<file path="config.mk">
export PLATFORM = sky130hd
export DESIGN_NAME = clk2_result_tx
export DESIGN_NICKNAME = d
export VERILOG_FILES = /design/src/rtl/crc_cdc_pkg.sv /design/src/rtl/result_fifo.sv /design/src/rtl/clk2_result_tx.sv
export SDC_FILE = /design/constraint.sdc
export NUM_CORES = 1
export LEC_CHECK = 0
export ABC_CLOCK_PERIOD_IN_PS = 3250
export CAP_MARGIN = 0
export CORE_MARGIN = 2
export CORE_UTILIZATION = 30
export CTS_CLUSTER_DIAMETER = 100
export DETAILED_ROUTE_END_ITERATION = 6
export PLACE_DENSITY_LB_ADDON = 0.2
export SETUP_SLACK_MARGIN = 0.2
export SYNTH_ARGS = -nofsm -noshare
export SYNTH_HDL_FRONTEND = slang
export SYNTH_SLANG_ARGS = --single-unit
</file>
<file path="constraint.sdc">
create_clock -name clk_2 -period 3.25 [get_ports clk_2]
set_input_delay 0.65 -clock clk_2 [delete_from_list [all_inputs] [get_ports clk_2]]
set_output_delay 0.65 -clock clk_2 [all_outputs]
set_load 0.02 [all_outputs]
</file>
<file path="src/rtl/crc_cdc_pkg.sv">
// ============================================================================
// Package     : crc_cdc_pkg
// Description : Constants and types shared by the clk1<->clk_2 CRC CDC path:
//               result word width, CRC field widths, the result transmitter
//               FSM encoding and a saturating counter helper.
// Revision    : 1.0 - initial release
// ============================================================================
`default_nettype none

package crc_cdc_pkg;

  // Result word carried back to the clk1 domain (codeword or check verdict).
  localparam int CRC_DATA_W = 60;

  // CRC field widths, shared with the clk_2 CRC engine.
  localparam int CRC5_W = 5;
  localparam int CRC8_W = 8;

  // Result transmitter FSM encoding.
  localparam logic [1:0] ST_IDLE     = 2'd0;
  localparam logic [1:0] ST_LOAD     = 2'd1;
  localparam logic [1:0] ST_WAIT_ACK = 2'd2;

  typedef enum logic [1:0] {
    IDLE     = ST_IDLE,
    LOAD     = ST_LOAD,
    WAIT_ACK = ST_WAIT_ACK
  } tx_state_t;

  // 16-bit increment that sticks at all-ones.
  function automatic logic [15:0] sat_inc16(input logic [15:0] v);
    return (v == 16'hFFFF) ? v : v + 16'd1;
  endfunction

endpackage

`default_nettype wire

</file>
<file path="src/rtl/result_fifo.sv">
// ============================================================================
// Module      : result_fifo
// Description : Synchronous DEPTH x DATA_W FIFO with read/write pointers and
//               an occupancy counter. Head is the oldest word (combinational
//               read of the storage). A push while full is accepted only when
//               a pop happens on the same edge. There is no write-through: a
//               word written at one edge is visible at head only afterwards.
// Ports       : clk, rst_n (async, active-low)
//               push/din   - write request and data
//               pop        - read request (ignored while empty)
//               head       - oldest stored word
//               empty      - no words stored
//               ready      - registered "count < DEPTH"
//               push_ok    - the current push request is accepted
// Revision    : 1.0 - initial release
// ============================================================================
`default_nettype none

module result_fifo
  import crc_cdc_pkg::*;
#(
  parameter int DATA_W = CRC_DATA_W,
  parameter int DEPTH  = 4
) (
  input  logic              clk,
  input  logic              rst_n,
  input  logic              push,
  input  logic [DATA_W-1:0] din,
  input  logic              pop,
  output logic [DATA_W-1:0] head,
  output logic              empty,
  output logic              ready,
  output logic              push_ok
);

  localparam int                 c_ptr_w = $clog2(DEPTH);
  localparam int                 c_cnt_w = c_ptr_w + 1;
  localparam logic [c_cnt_w-1:0] c_depth = c_cnt_w'(DEPTH);

  logic [DATA_W-1:0]  r_mem [DEPTH];
  logic [c_ptr_w-1:0] r_wr_ptr;
  logic [c_ptr_w-1:0] r_rd_ptr;
  logic [c_cnt_w-1:0] r_count;
  logic [c_cnt_w-1:0] w_count_nxt;
  logic               r_ready;
  logic               w_pop_ok;

  assign w_pop_ok = pop && (r_count != '0);
  // When full, the slot freed by a same-edge pop is the one being written.
  assign push_ok  = push && (r_ready || w_pop_ok);

  always_comb begin
    w_count_nxt = r_count;
    case ({push_ok, w_pop_ok})
      2'b10:   w_count_nxt = r_count + c_cnt_w'(1);
      2'b01:   w_count_nxt = r_count - c_cnt_w'(1);
      default: w_count_nxt = r_count;
    endcase
  end

  always_ff @(posedge clk or negedge rst_n) begin
    if (!rst_n) begin
      r_wr_ptr <= '0;
      r_rd_ptr <= '0;
      r_count  <= '0;
      r_ready  <= 1'b1;
    end else begin
      if (push_ok) begin
        r_wr_ptr <= r_wr_ptr + c_ptr_w'(1);
      end
      if (w_pop_ok) begin
        r_rd_ptr <= r_rd_ptr + c_ptr_w'(1);
      end
      r_count <= w_count_nxt;
      r_ready <= (w_count_nxt != c_depth);
    end
  end

  // Storage carries no reset; validity is tracked by the pointers and count.
  always_ff @(posedge clk) begin
    if (push_ok) begin
      r_mem[r_wr_ptr] <= din;
    end
  end

  assign head  = r_mem[r_rd_ptr];
  assign empty = (r_count == '0);
  assign ready = r_ready;

endmodule

`default_nettype wire

</file>
<file path="src/rtl/clk2_result_tx.sv">
// ============================================================================
// Module      : clk2_result_tx
// Description : clk_2-side result transmitter, the send half of a toggle-flag
//               CDC handshake. Result words from the CRC engine are queued in
//               a small FIFO and handed to clk1 one at a time as held data
//               plus a toggled request flag; the next word waits until the
//               clk1 side echoes the toggle back on clk1_ack.
// Ports       : clk_2, rst_n (async, active-low)
//               res_valid/res_data - result word pulse from the engine
//               res_ready          - FIFO not full (registered)
//               clk1_ack           - ack toggle level from clk1 (asynchronous)
//               clk2_tx_data       - word presented to clk1, held while pending
//               clk2_tx_flag       - request toggle, one toggle per word
//               busy               - word in flight or queued
//               overflow           - sticky, a result word was dropped
//               tx_count, drop_count (CRC_TX_STATS_EN only) - saturating
//               counts of words sent and words dropped
// Config      : `define CRC_TX_STATS_EN to add the statistics counters.
// Revision    : 1.0 - initial release
// ============================================================================
`default_nettype none

module clk2_result_tx
  import crc_cdc_pkg::*;
#(
  parameter int DATA_W      = CRC_DATA_W,
  parameter int DEPTH       = 4,
  parameter int SYNC_STAGES = 2
) (
  input  logic              clk_2,
  input  logic              rst_n,
  input  logic              res_valid,
  input  logic [DATA_W-1:0] res_data,
  output logic              res_ready,
  input  logic              clk1_ack,
  output logic [DATA_W-1:0] clk2_tx_data,
  output logic              clk2_tx_flag,
  output logic              busy,
  output logic              overflow
`ifdef CRC_TX_STATS_EN
  ,
  output logic [15:0]       tx_count,
  output logic [15:0]       drop_count
`endif
);

  tx_state_t               r_state;
  logic [SYNC_STAGES-1:0]  r_ack_sync;
  logic                    r_ack_prev;
  logic                    w_ack_edge;
  logic                    w_pop;
  logic                    w_push_ok;
  logic                    w_empty;
  logic [DATA_W-1:0]       w_head;

  // --------------------------------------------------------------------------
  // Result queue
  // --------------------------------------------------------------------------
  result_fifo #(
    .DATA_W (DATA_W),
    .DEPTH  (DEPTH)
  ) u_fifo (
    .clk     (clk_2),
    .rst_n   (rst_n),
    .push    (res_valid),
    .din     (res_data),
    .pop     (w_pop),
    .head    (w_head),
    .empty   (w_empty),
    .ready   (res_ready),
    .push_ok (w_push_ok)
  );

  // --------------------------------------------------------------------------
  // Ack toggle synchronizer and edge detector. ack_edge is a one-cycle pulse
  // for every toggle of clk1_ack, delayed by the synchronizer depth.
  // --------------------------------------------------------------------------
  always_ff @(posedge clk_2 or negedge rst_n) begin
    if (!rst_n) begin
      r_ack_sync <= '0;
      r_ack_prev <= 1'b0;
    end else begin
      r_ack_sync <= {r_ack_sync[SYNC_STAGES-2:0], clk1_ack};
      r_ack_prev <= r_ack_sync[SYNC_STAGES-1];
    end
  end

  assign w_ack_edge = r_ack_sync[SYNC_STAGES-1] ^ r_ack_prev;

  // --------------------------------------------------------------------------
  // Transmit FSM. Data is loaded one full cycle before the flag toggles so
  // the clk1 side never samples data that is still settling.
  // --------------------------------------------------------------------------
  assign w_pop = (r_state == IDLE) && !w_empty;

  always_ff @(posedge clk_2 or negedge rst_n) begin
    if (!rst_n) begin
      r_state      <= IDLE;
      clk2_tx_data <= '0;
      clk2_tx_flag <= 1'b0;
    end else begin
      case (r_state)
        IDLE: begin
          if (!w_empty) begin
            clk2_tx_data <= w_head;
            r_state      <= LOAD;
          end
        end
        LOAD: begin
          clk2_tx_flag <= ~clk2_tx_flag;
          r_state      <= WAIT_ACK;
        end
        WAIT_ACK: begin
          // Ack edges seen in IDLE or LOAD are stale/spurious and ignored.
          if (w_ack_edge) begin
            r_state <= IDLE;
          end
        end
        default: begin
          r_state <= IDLE;
        end
      endcase
    end
  end

  assign busy = (r_state != IDLE) || !w_empty;

  // --------------------------------------------------------------------------
  // Sticky overflow flag
  // --------------------------------------------------------------------------
  always_ff @(posedge clk_2 or negedge rst_n) begin
    if (!rst_n) begin
      overflow <= 1'b0;
    end else if (res_valid && !w_push_ok) begin
      overflow <= 1'b1;
    end
  end

`ifdef CRC_TX_STATS_EN
  // --------------------------------------------------------------------------
  // Saturating statistics counters
  // --------------------------------------------------------------------------
  always_ff @(posedge clk_2 or negedge rst_n) begin
    if (!rst_n) begin
      tx_count   <= 16'd0;
      drop_count <= 16'd0;
    end else begin
      if (r_state == LOAD) begin
        tx_count <= sat_inc16(tx_count);
      end
      if (res_valid && !w_push_ok) begin
        drop_count <= sat_inc16(drop_count);
      end
    end
  end
`endif

endmodule

`default_nettype wire

</file>
==> impl_results.md, run 1 <==
* Critical path required time at approximately 3.7 ns
* CTS resizes at 0
* Fmax at 0.382 GHz
* Share of layout cells above drive strength 1 at 0.255
* Most frequent cell after synthesis: edfxtp_1
* Chip Width at between 200 and 250 um
* Root Driver: clkbuf_16
* Estimated wirelength of the detail-placed design at about 14,000 um
* H-tree depth at 2
* Sink Count at about 320
* Post-synth EDFFs at between 200 and 250
* Global route total overflow at 0
* GRT Total Usage at 0.122
* Leak at about 5.1 nW
* Clock buffer depth at 3
* I/O pin total at 128
* Least-Margin Pin Slew at between 0.9 and 1 ns
* Final ANT Viol Nets at 0
* Buf/Inv on CP at 1
* First-pass GRT wire length at 37,500 um
* Clock Latency Late Sink at between 0.5 and 0.6 ns
* Max incr delay on CP at between 0.4 and 0.5 ns
* Row count at 72
* Die Area at ~0.041 mm2
* Slew margin rel. at 0.335
* Die Y at approximately 200 um
* Post-Route WL at between 20,000 and 25,000 um
* Initial drt markers at 330
* Initial core utilization at 0.303
* CP Max Fanout at 4
* Status: finished, final reports clean
* # setup viols final at 0
* Mapped Cells at 503
* Final worst path period share at 0.806
* DRC Markers at 0
* Reg2Reg Setup Slack at between 0.6 and 0.7 ns
* CTS buffer count at 36
* Count of cell types in the netlist at 31
* Commonest cells post-synth: edfxtp_1, dfrtp_1, mux2_2, mux4_2, mux4_1
* Critical Path Slowest Stage Cell: fa_1
* Synth area leader: edfxtp_1
* Crit path cell chain: nor3_2, nor3_4, o21ai_0, ha_1, inv_1, fa_1, xor2_1, or3_1, a211o_1
* Post-synth top area share at 0.615
* Ys async rst share at 0.238
* # port buffers at 127
* Via count at around 5.4k
* CP delay by family, top: simple AND/OR/NAND/NOR gates
* Largest net degree at the start of global routing at between 60 and 70
* Nets at 730
* Post-Synthesis Net Count at 573
* Clock transition at path regs at ~0.060 ns
* Fillers at 3,488
* Post-synthesis instance area at 0.0117 mm2
* Fin. max-slew vios at 0
* Power Dens Cells at between 900 and 1000 mW/mm2
* Ranking of synthesized cells by area: edfxtp_1, dfrtp_1, mux4_2
* Number of post-CTS setup repair buffers at 0
* Tmin final at ~2.6 ns
* Fin. Hold Viols at 0
* Crit path capture type: flip-flop
* WP data arrival at a little over 3 ns
* Maxcap violations at 0
* Setup crit start kind: flip-flop
* Vias in the first global route at ~6k
* Drt pass-1 iters at 4
* Syn avg cell area at roughly 23 um2
* Setup Skew at around 0.014 ns
* Synth Flop Type: edfxtp_1
* Register bit count reported by yosys at 315
* Post-synthesis sequential area ratio at 0.775
* Initial antenna violation count at 2
* Core ar. at between 0.03 and 0.04 mm2
* Hold-fix buffers, CTS at 0
* Worst Hold Class: input port to async pin
* Synthesis warning total at 0
* Area grow syn2layout at 25.8%
* Unrepaired setup endpoints after global routing: no
* Power, Total at 0.0143 W
* Crit path kind: flip-flop to flip-flop
* Placed cell count at ~1.1k
* Post-Layout Cell Count at between 1k and 1.5k
* Avg WL per Cell at 19.9 um
* VDD IR max at about 0.00045 V
* TritonCTS clock tree: done
* Vias per cell at roughly 4.4
* Setup TNS at 0 ns
* Utilization after layout at 0.382
* RePlAce Congestion at 0.685
-- registers in the layout (all words and copies together) (netlist names) --
name	flops
r_state	2
clk2_tx_data	60
u_fifo.r_count	3
r_ack_sync	2
clk2_tx_flag	1
u_fifo.r_mem	240
r_ack_prev	1
u_fifo.r_rd_ptr	2
u_fifo.ready	1
u_fifo.r_wr_ptr	2
overflow	1
-- per-stage QoR --
| step | instance area [um2] | hold slack, ns | setup slack (ns) |
|---|---|---|---|
| after floorplan | 11700 | 0.331 | 0.467 |
| after detailed placement | 13600 | 0.343 | 0.431 |
| after CTS | 14700 | 0.270 | 0.617 |
| final | 14700 | 0.234 | 0.630 |
| after global routing | 14700 | 0.289 | 0.497 |
| after global placement | 13600 | 0.338 | 0.494 |
-- area by class of cell --
type | instances | area (um2) | area share
tap | 518 | 648 | 0.0439
antenna | 2 | 5.00 | 0.000339
timing repair buffer | 140 | 1400 | 0.0952
multi-input combinational | 162 | 2460 | 0.167
sequential | 315 | 9090 | 0.617
clock buffer | 51 | 997 | 0.0676
clock inverter | 14 | 125 | 0.00848
inverter | 5 | 18.8 | 0.00127
-- worst paths after layout --
kind | start | to | cells past startpoint
max | u_fifo.r_count[0]$_DFF_PN0_ | u_fifo.ready$_DFF_PN1_ | 9
min | rst_n | clk2_tx_flag$_DFFE_PN0N_ | 1
max reg2reg | u_fifo.r_count[0]$_DFF_PN0_ | u_fifo.ready$_DFF_PN1_ | 9
min reg2reg | r_ack_sync[0]$_DFF_PN0_ | r_ack_sync[1]$_DFF_PN0_ | 0
max in group asynchronous | rst_n | clk2_tx_data[6]$_DFFE_PN0P_ | 2
min in group clk_2 | r_ack_sync[0]$_DFF_PN0_ | r_ack_sync[1]$_DFF_PN0_ | 0
-- report_power, final --
part,leakage (nW),internal (W),switching [W],total (W)
clock,0.551,0.00224,0.00156,0.00380
combinational,1.43,0.00237,0.00196,0.00432
sequential,3.07,0.00545,0.000707,0.00616
-- cells in the final DEF (no fill, tap or decap), types with 2 or more instances in the layout --
cell	n
edfxtp_1	240
clkdlybuf4s50_1	126
dfrtp_1	72
mux2_2	60
mux4_2	40
clkbuf_16	36
mux4_1	20
clkbuf_1	11
buf_4	11
clkinv_2	7
inv_1	5
nand2b_1	5
ha_1	5
nand2_1	4
and3b_4	4
clkbuf_8	4
xnor2_1	3
o21ai_0	3
xor2_1	3
buf_12	3
diode_2	2
or3_1	2
a211o_1	2
clkinv_1	2
dfrtp_4	2
-- logic make-up after synthesis --
logic type      share of synthesized area
flops                               0.775
mux                                 0.180
buf+inv                            0.0168
simple gates                       0.0114
compound gates                    0.00523
xor+xnor                          0.00448
fa+ha+maj                         0.00704
-- per-layer routing --
layer,up-vias,part of all wire,global-route usage
met5,-,0,0
met4,0,0.022,0.0397
met3,36,0.040,0.0254
met2,102,0.51,0.213
met1,2842,0.43,0.151
li1,2376,-,-
-- worst reg2reg max path: cells and delay by family (launching register included) --
| kind | cells | cell delay [ns] |
|---|---|---|
| AO/OA/AOI/OAI | 2 | 0.49 |
| XOR/XNOR | 1 | 0.16 |
| adder cells (fa/ha/maj) | 2 | 0.66 |
| buffers and inverters | 1 | 0.08 |
| flip-flops | 1 | 0.43 |
| AND/OR/NAND/NOR | 3 | 0.74 |
(Power assumes the default switching activity.)
==> run 2: changes to the inputs <==
--- a/config.mk
+++ b/config.mk
@@ -5,7 +5,7 @@
 export SDC_FILE = /design/constraint.sdc
 export NUM_CORES = 1
 export LEC_CHECK = 0
-export ABC_CLOCK_PERIOD_IN_PS = 3250
+export ABC_CLOCK_PERIOD_IN_PS = 2100
 export CAP_MARGIN = 0
 export CORE_MARGIN = 2
 export CORE_UTILIZATION = 30
==> constraint.sdc (replaced) <==
create_clock -name clk_2 -period 2.1 [get_ports clk_2]
set_input_delay 0.42 -clock clk_2 [delete_from_list [all_inputs] [get_ports clk_2]]
set_output_delay 0.42 -clock clk_2 [all_outputs]
set_load 0.02 [all_outputs]
==> run 2 against run 1 <==
Compared with the run above: the flow now finishes with violations (negative setup slack); fmax is 15% higher; utilization is 3.8 points higher; wire length is 13% higher; clock skew is 0.0066 ns higher; sequential power is 47% higher; non-clock buffer count is 74 higher; combinational power is 100% higher; global-route usage is 1.3 points higher; die area stayed put; power is 68% higher; worst setup slack worse by 0.82 ns; critical path type unchanged; critical endpoint unchanged.
==> impl_results.md, run 2 (same netlist as run 1, synthesis figures left out) <==
* I/O pin total at ~130
* First-pass GRT wire length at slightly above 40,000 um
* Switching Power at around 0.007 W
* Met2 WL at ~14,000 um
* Fmax at ~0.44 GHz
* # setup viols final at approximately 190
* CTS buffer count at 36
* Most common cell after layout, fill and taps aside: edfxtp_1
* Clock buffer depth at 3
* CP Max Fanout at 3
* Most used cell along the critical path: nor3_4
* Cells on worst reg2reg path at 9
* Worst Setup SP: u_fifo.r_count[2]$_DFF_PN0_
* Metal3 WL at approximately 1100 um
* Vias per cell at around 4.5
* Least-Margin Pin Slew at 0.468 ns
* Largest net degree at the start of global routing at 47
* Most flops, register: u_fifo.r_mem
* Final ANT Viol Nets at 0
* Root Driver: clkbuf_16
* Maxcap violations at 0
* Chip Width at roughly 200 um
* Crit path cell chain: nor3_4, nor3_4, o21ai_4, ha_4, inv_2, fa_2, xor2_1, or3_4, a211o_1
* Top Layer Used: met5
* Clock transition at path regs at about 0.05 ns
* Estimated wirelength of the detail-placed design at between 10,000 and 15,000 um
* Avg WL per Cell at approximately 21 um
* Setup crit start kind: flip-flop
* Reg2Reg Setup Slack at -0.19 ns
* Slew margin rel. at 0.688
* Final worst path period share at 1.09
* Setup TNS at -7.04 ns
* RePlAce Congestion at 0.692
* Area grow syn2layout at 38.3%
* Combinational power share at 0.367
* # port buffers at approximately 130
* Row count at slightly above 70
* Wl on met1 at 11,500 um
* Fin. max-slew vios at 0
* Internal Pwr Total at 0.0169 W
* Die Y at slightly above 200 um
* Global route total overflow at 0
* Sw frac at 0.297
* Nets at 804
* Register share of total power at 0.379
* Top flop regs: u_fifo.r_mem: 240 flops, clk2_tx_data: 60 flops, u_fifo.r_count: 3 flops
* Worst Hold Class: flip-flop to flip-flop
* Tmin final at 2.29 ns
* Multi-input logic area at approximately 0.0025 mm2
* H-tree depth at 2
* Initial antenna violation count at 2
* Die Area at 0.0407 mm2
* DRC Markers at 0
* Clk pwr share at 0.254
* Initial core utilization at 0.303
* TritonCTS clock tree: done
* CP endpoint: u_fifo.ready$_DFF_PN1_
* FF-to-FF End: u_fifo.ready$_DFF_PN1_
* Max incr delay on CP at between 0.4 and 0.5 ns
* Core ar. at about 0.039 mm2
* Crit path capture type: flip-flop
* Fin. Hold Viols at 0
* Failing checks: negative setup slack
* Post-Route WL at between 20,000 and 30,000 um
* GRT Total Usage at 0.135
* Power Dens Cells at 1480 mW/mm2
* Worst Slack Setup Final at -0.187 ns
* Critical Path Slowest Stage Cell: dfrtp_2
* Clock Latency Late Sink at approximately 0.52 ns
* Largest register FFs at 240
* WP data arrival at roughly 2.7 ns
* Setup Skew at a little over 0.02 ns
* Final instance area at ~0.016 mm2
* Reg2reg start: u_fifo.r_count[2]$_DFF_PN0_
* Sink Count at 315
* Power, Total at 0.0240 W
* Via count at about 5.8k
* Leak at about 5.8 nW
* Vias in the first global route at 6,342
* Initial drt markers at 251
* Fillers at ~3.4k
* Status: finished, violations left
* Crit path kind: flip-flop to flip-flop
* Critical path required time at between 2 and 3 ns
* Register area at around 0.0091 mm2
* Share of layout cells above drive strength 1 at 0.348
* Unrepaired setup endpoints after global routing: yes
* Area after DPL at approximately 0.014 mm2
* Drt pass-1 iters at 4
* Most frequent cells in the layout: edfxtp_1, dfrtp_1, clkdlybuf4s50_1
* VDD IR max at 0.000703 V
* Setup slack at placement at -0.313 ns
## run 2: cell types whose count changed in the layout (fill, tap and decap cells not counted), sizes merged
cell and change:
diode -1, dlygate4sd2 +59, buf +72, clkbuf +1, dlymetal6s2s +3, clkdlybuf4s15 +1
clkdlybuf4s50 -64, clkinvlp +1, dlygate4sd3 +1, bufinv +1
## run 2: worst min path at each step
stage	start	end	cells past startpoint
final	r_ack_sync[0]$_DFF_PN0_	r_ack_sync[1]$_DFF_PN0_	0
after global routing	clk1_ack	r_ack_sync[0]$_DFF_PN0_	1
after CTS	clk1_ack	r_ack_sync[0]$_DFF_PN0_	1
after detailed placement	r_ack_sync[0]$_DFF_PN0_	r_ack_sync[1]$_DFF_PN0_	0
after global placement	r_ack_sync[0]$_DFF_PN0_	r_ack_sync[1]$_DFF_PN0_	0
after floorplan	rst_n	clk2_tx_data[0]$_DFFE_PN0P_	0
## run 2: what timing repair did
| action | 4_1_cts | 5_1_grt |
|---|---|---|
| buffers inserted | 26 | 5 |
| endpoints found under the hold margin | 27 | 0 |
| hold buffers | 1 | 0 |
| cloned | 22 | 2 |
| gates resized for setup | 101 | 18 |
| pin swaps | 2 | 4 |
| endpoints found under the setup margin | 345 | 287 |
## run 2: final cells by class
type	instances	share of cell area
repair buffers	214	0.170
clock inverters	16	0.00864
multi-input cells	162	0.155
inverters	5	0.00116
clock buffers	50	0.0638
flip-flops and latches	315	0.561
diodes	1	0.000154
well taps	518	0.0400
## run 2: critical path, delay by kind of cell (launching register included)
kind                       cells  cell delay (ns)
adders and majority gates      2             0.48
DFF                            1             0.44
and+or+nand+nor                3             0.68
buffers and inverters          1             0.04
AOI/OAI and AO/OA              2             0.42
xor gates and xnor gates       1             0.16
## run 2: layer usage
layer | vias to the layer above | track usage
met1 | 3047 | 0.168
met3 | 35 | 0.0290
met5 | - | 0
li1 | 2540 | -
met4 | 2 | 0.0360
met2 | 132 | 0.239
## run 2: through the flow
stage | hold slack (ns) | util | cells
final | 0.353 | 0.420 | 1281
after global routing | 0.336 | 0.419 | 1280
after CTS | 0.338 | 0.416 | 1273
after detailed placement | 0.340 | 0.360 | 1158
after global placement | 0.337 | 0.360 | 1158
after floorplan | 0.124 | - | 503
## run 2: power groups by stage
stage | Combinational [W] | Sequential, W | Clock, W
2_1_floorplan | 0.00416 | 0.00979 | 0
3_3_place_gp | 0.00779 | 0.00914 | 0
3_5_place_dp | 0.00789 | 0.00924 | 0
4_1_cts | 0.00888 | 0.00910 | 0.00627
5_1_grt | 0.00942 | 0.00924 | 0.00655
6_report | 0.00880 | 0.00907 | 0.00609
==> run 3: changes to the inputs <==
--- a/config.mk
+++ b/config.mk
@@ -5,7 +5,7 @@
 export SDC_FILE = /design/constraint.sdc
 export NUM_CORES = 1
 export LEC_CHECK = 0
-export ABC_CLOCK_PERIOD_IN_PS = 2100
+export ABC_CLOCK_PERIOD_IN_PS = 2900
 export CAP_MARGIN = 0
 export CORE_MARGIN = 2
 export CORE_UTILIZATION = 30
==> constraint.sdc (replaced) <==
create_clock -name clk_2 -period 2.9 [get_ports clk_2]
set_input_delay 0.58 -clock clk_2 [delete_from_list [all_inputs] [get_ports clk_2]]
set_output_delay 0.58 -clock clk_2 [all_outputs]
set_load 0.02 [all_outputs]
==> run 3 against run 2 <==
Compared with the run above: the run now ends clean; clock skew is 0.0097 ns lower; sequential share of layout area is 5.1 points higher; count of clock-buffer cells in the layout is 7 higher; worst setup slack better by 0.53 ns; utilization is 3.5 points lower; worst hold slack worse by 0.22 ns; critical path type unchanged; critical endpoint unchanged; largest cell class unchanged; highest routed layer unchanged.
==> impl_results.md, run 3 (same netlist as run 1, synthesis figures left out) <==
* FF-to-FF End: u_fifo.ready$_DFF_PN1_
* Largest net degree at the start of global routing at between 60 and 70
* Number of post-CTS setup repair buffers at 0
* Final ANT Viol Nets at 0
* Reg2reg start: u_fifo.r_count[0]$_DFF_PN0_
* Setup Skew at 0.0105 ns
* Cells on worst reg2reg path at 9
* Leak at between 5 and 6 nW
* # port buffers at 127
* Clock transition at path regs at 0.06 ns
* Global route total overflow at 0
* Metal3 WL at approximately 1300 um
* Status: finished, final reports clean
* Fin. Hold Viols at 0
* Power Dens Cells at 1090 mW/mm2
* CTS resizes at 0
* Final worst path period share at 0.883
* Placed cell count at 1,144
* TritonCTS clock tree: done
* Initial antenna violation count at 1
* Setup TNS at 0 ns
* Post-Layout Cell Count at about 1.2k
* Most flops, register: u_fifo.r_mem
* Fmax at approximately 0.4 GHz
* Estimated wirelength of the detail-placed design at between 10,000 and 15,000 um
* GRT Total Usage at 0.123
* Setup crit start kind: flip-flop
* Post-Route WL at between 20,000 and 25,000 um
* Vias in the first global route at 6,126
* Top Layer Used: met5
* Chip Width at roughly 200 um
* Diodes inserted at 0
* Sink Count at ~320
* Fin. max-slew vios at 0
* Worst Hold Class: input port to async pin
* Avg WL per Cell at 20.2 um
* Row count at 72
* # setup viols final at 0
* Initial core utilization at 0.303
* Die Area at about 0.041 mm2
* Vias per cell at between 4 and 5
* CTS buffer count at 36
* Critical path required time at around 3.3 ns
* I/O pin total at 128
* Clock buffer depth at 3
* Wl on met1 at about 10,000 um
* Maxcap violations at 0
* First-pass GRT wire length at around 38,000 um
* Hold-fix buffers, CTS at 0
* Largest register FFs at 240
* Crit path kind: flip-flop to flip-flop
* Area grow syn2layout at 26.8%
* Die Y at roughly 200 um
* WP data arrival at around 3.0 ns
* Unrepaired setup endpoints after global routing: no
* Root Driver: clkbuf_16
* Nets at between 700 and 800
* Initial drt markers at ~250
* H-tree depth at 2
* Slew margin rel. at 0.309
* CP Max Fanout at 4
* VDD IR max at around 0.00064 V
* Core ar. at ~0.039 mm2
* Drt pass-1 iters at 4
* Most frequent cells in the layout: edfxtp_1, clkdlybuf4s50_1, dfrtp_1
* Most common cell after layout, fill and taps aside: edfxtp_1
* Crit path capture type: flip-flop
* Met2 WL at about 12,000 um
* Least-Margin Pin Slew at around 1.0 ns
* Clock Latency Late Sink at around 0.52 ns
* Hold slack at ~0.13 ns
* Via count at roughly 5.4k
* RePlAce Congestion at 0.702
* Tmin final at ~2.6 ns
* DRC Markers at 0
* Reg2Reg Setup Slack at between 0.3 and 0.4 ns
* Share of layout cells above drive strength 1 at 0.252
* Top flop regs: u_fifo.r_mem: 240 flops, clk2_tx_data: 60 flops, u_fifo.r_count: 3 flops
run 3: per-layer routing:
metal,track usage,vias up
met1,0.152,2851
li1,-,2396
met2,0.210,115
met3,0.0340,41
met4,0.0399,2
met5,0,-
run 3: per-stage QoR:
stage | util | area (um2) | total power [W] | setup WS, ns
finish | 0.385 | 14900 | 0.0162 | 0.338
floorplan | - | 11700 | 0.0101 | 0.279
global placement | 0.355 | 13700 | 0.0120 | 0.218
CTS | 0.385 | 14900 | 0.0165 | 0.325
detailed placement | 0.355 | 13700 | 0.0121 | 0.196
global route | 0.385 | 14900 | 0.0171 | 0.200
run 3: worst max-delay path by stage:
stage | startpoint | endpoint | slack, ns | depth (start not counted)
2_1_floorplan | u_fifo.r_count[0]$_DFF_PN0_ | u_fifo.ready$_DFF_PN1_ | 0.28 | 10
3_3_place_gp | res_valid | u_fifo.ready$_DFF_PN1_ | 0.22 | 8
3_5_place_dp | res_valid | u_fifo.ready$_DFF_PN1_ | 0.20 | 8
4_1_cts | u_fifo.r_count[0]$_DFF_PN0_ | u_fifo.ready$_DFF_PN1_ | 0.32 | 9
5_1_grt | u_fifo.r_count[0]$_DFF_PN0_ | u_fifo.ready$_DFF_PN1_ | 0.20 | 9
6_report | u_fifo.r_count[0]$_DFF_PN0_ | u_fifo.ready$_DFF_PN1_ | 0.34 | 9
run 3: final cells by class:
class | count | area, um2
clock buffers | 57 | 1060
fillers | 3498 | 23800
repair buffers | 144 | 1510
flip-flops and latches | 315 | 9090
inverters | 5 | 18.8
clock inverters | 8 | 72.6
well taps | 518 | 648
multi-input cells | 162 | 2460
run 3: power by group:
part / switching, W / total, W / internal [W]
Clock: 0.00171 / 0.00431 / 0.00260
Combinational: 0.00238 / 0.00512 / 0.00273
Sequential: 0.000661 / 0.00677 / 0.00611
Total: 0.00475 / 0.0162 / 0.0114
run 3: worst max-delay path, stage by stage (launching register included):
cell     delay (ns)
dfrtp_1        0.42
nor3_2         0.32
nor3_4         0.07
o21ai_0        0.16
ha_1           0.21
inv_1          0.07
fa_1           0.43
xor2_1         0.16
or3_1          0.34
a211o_1        0.31
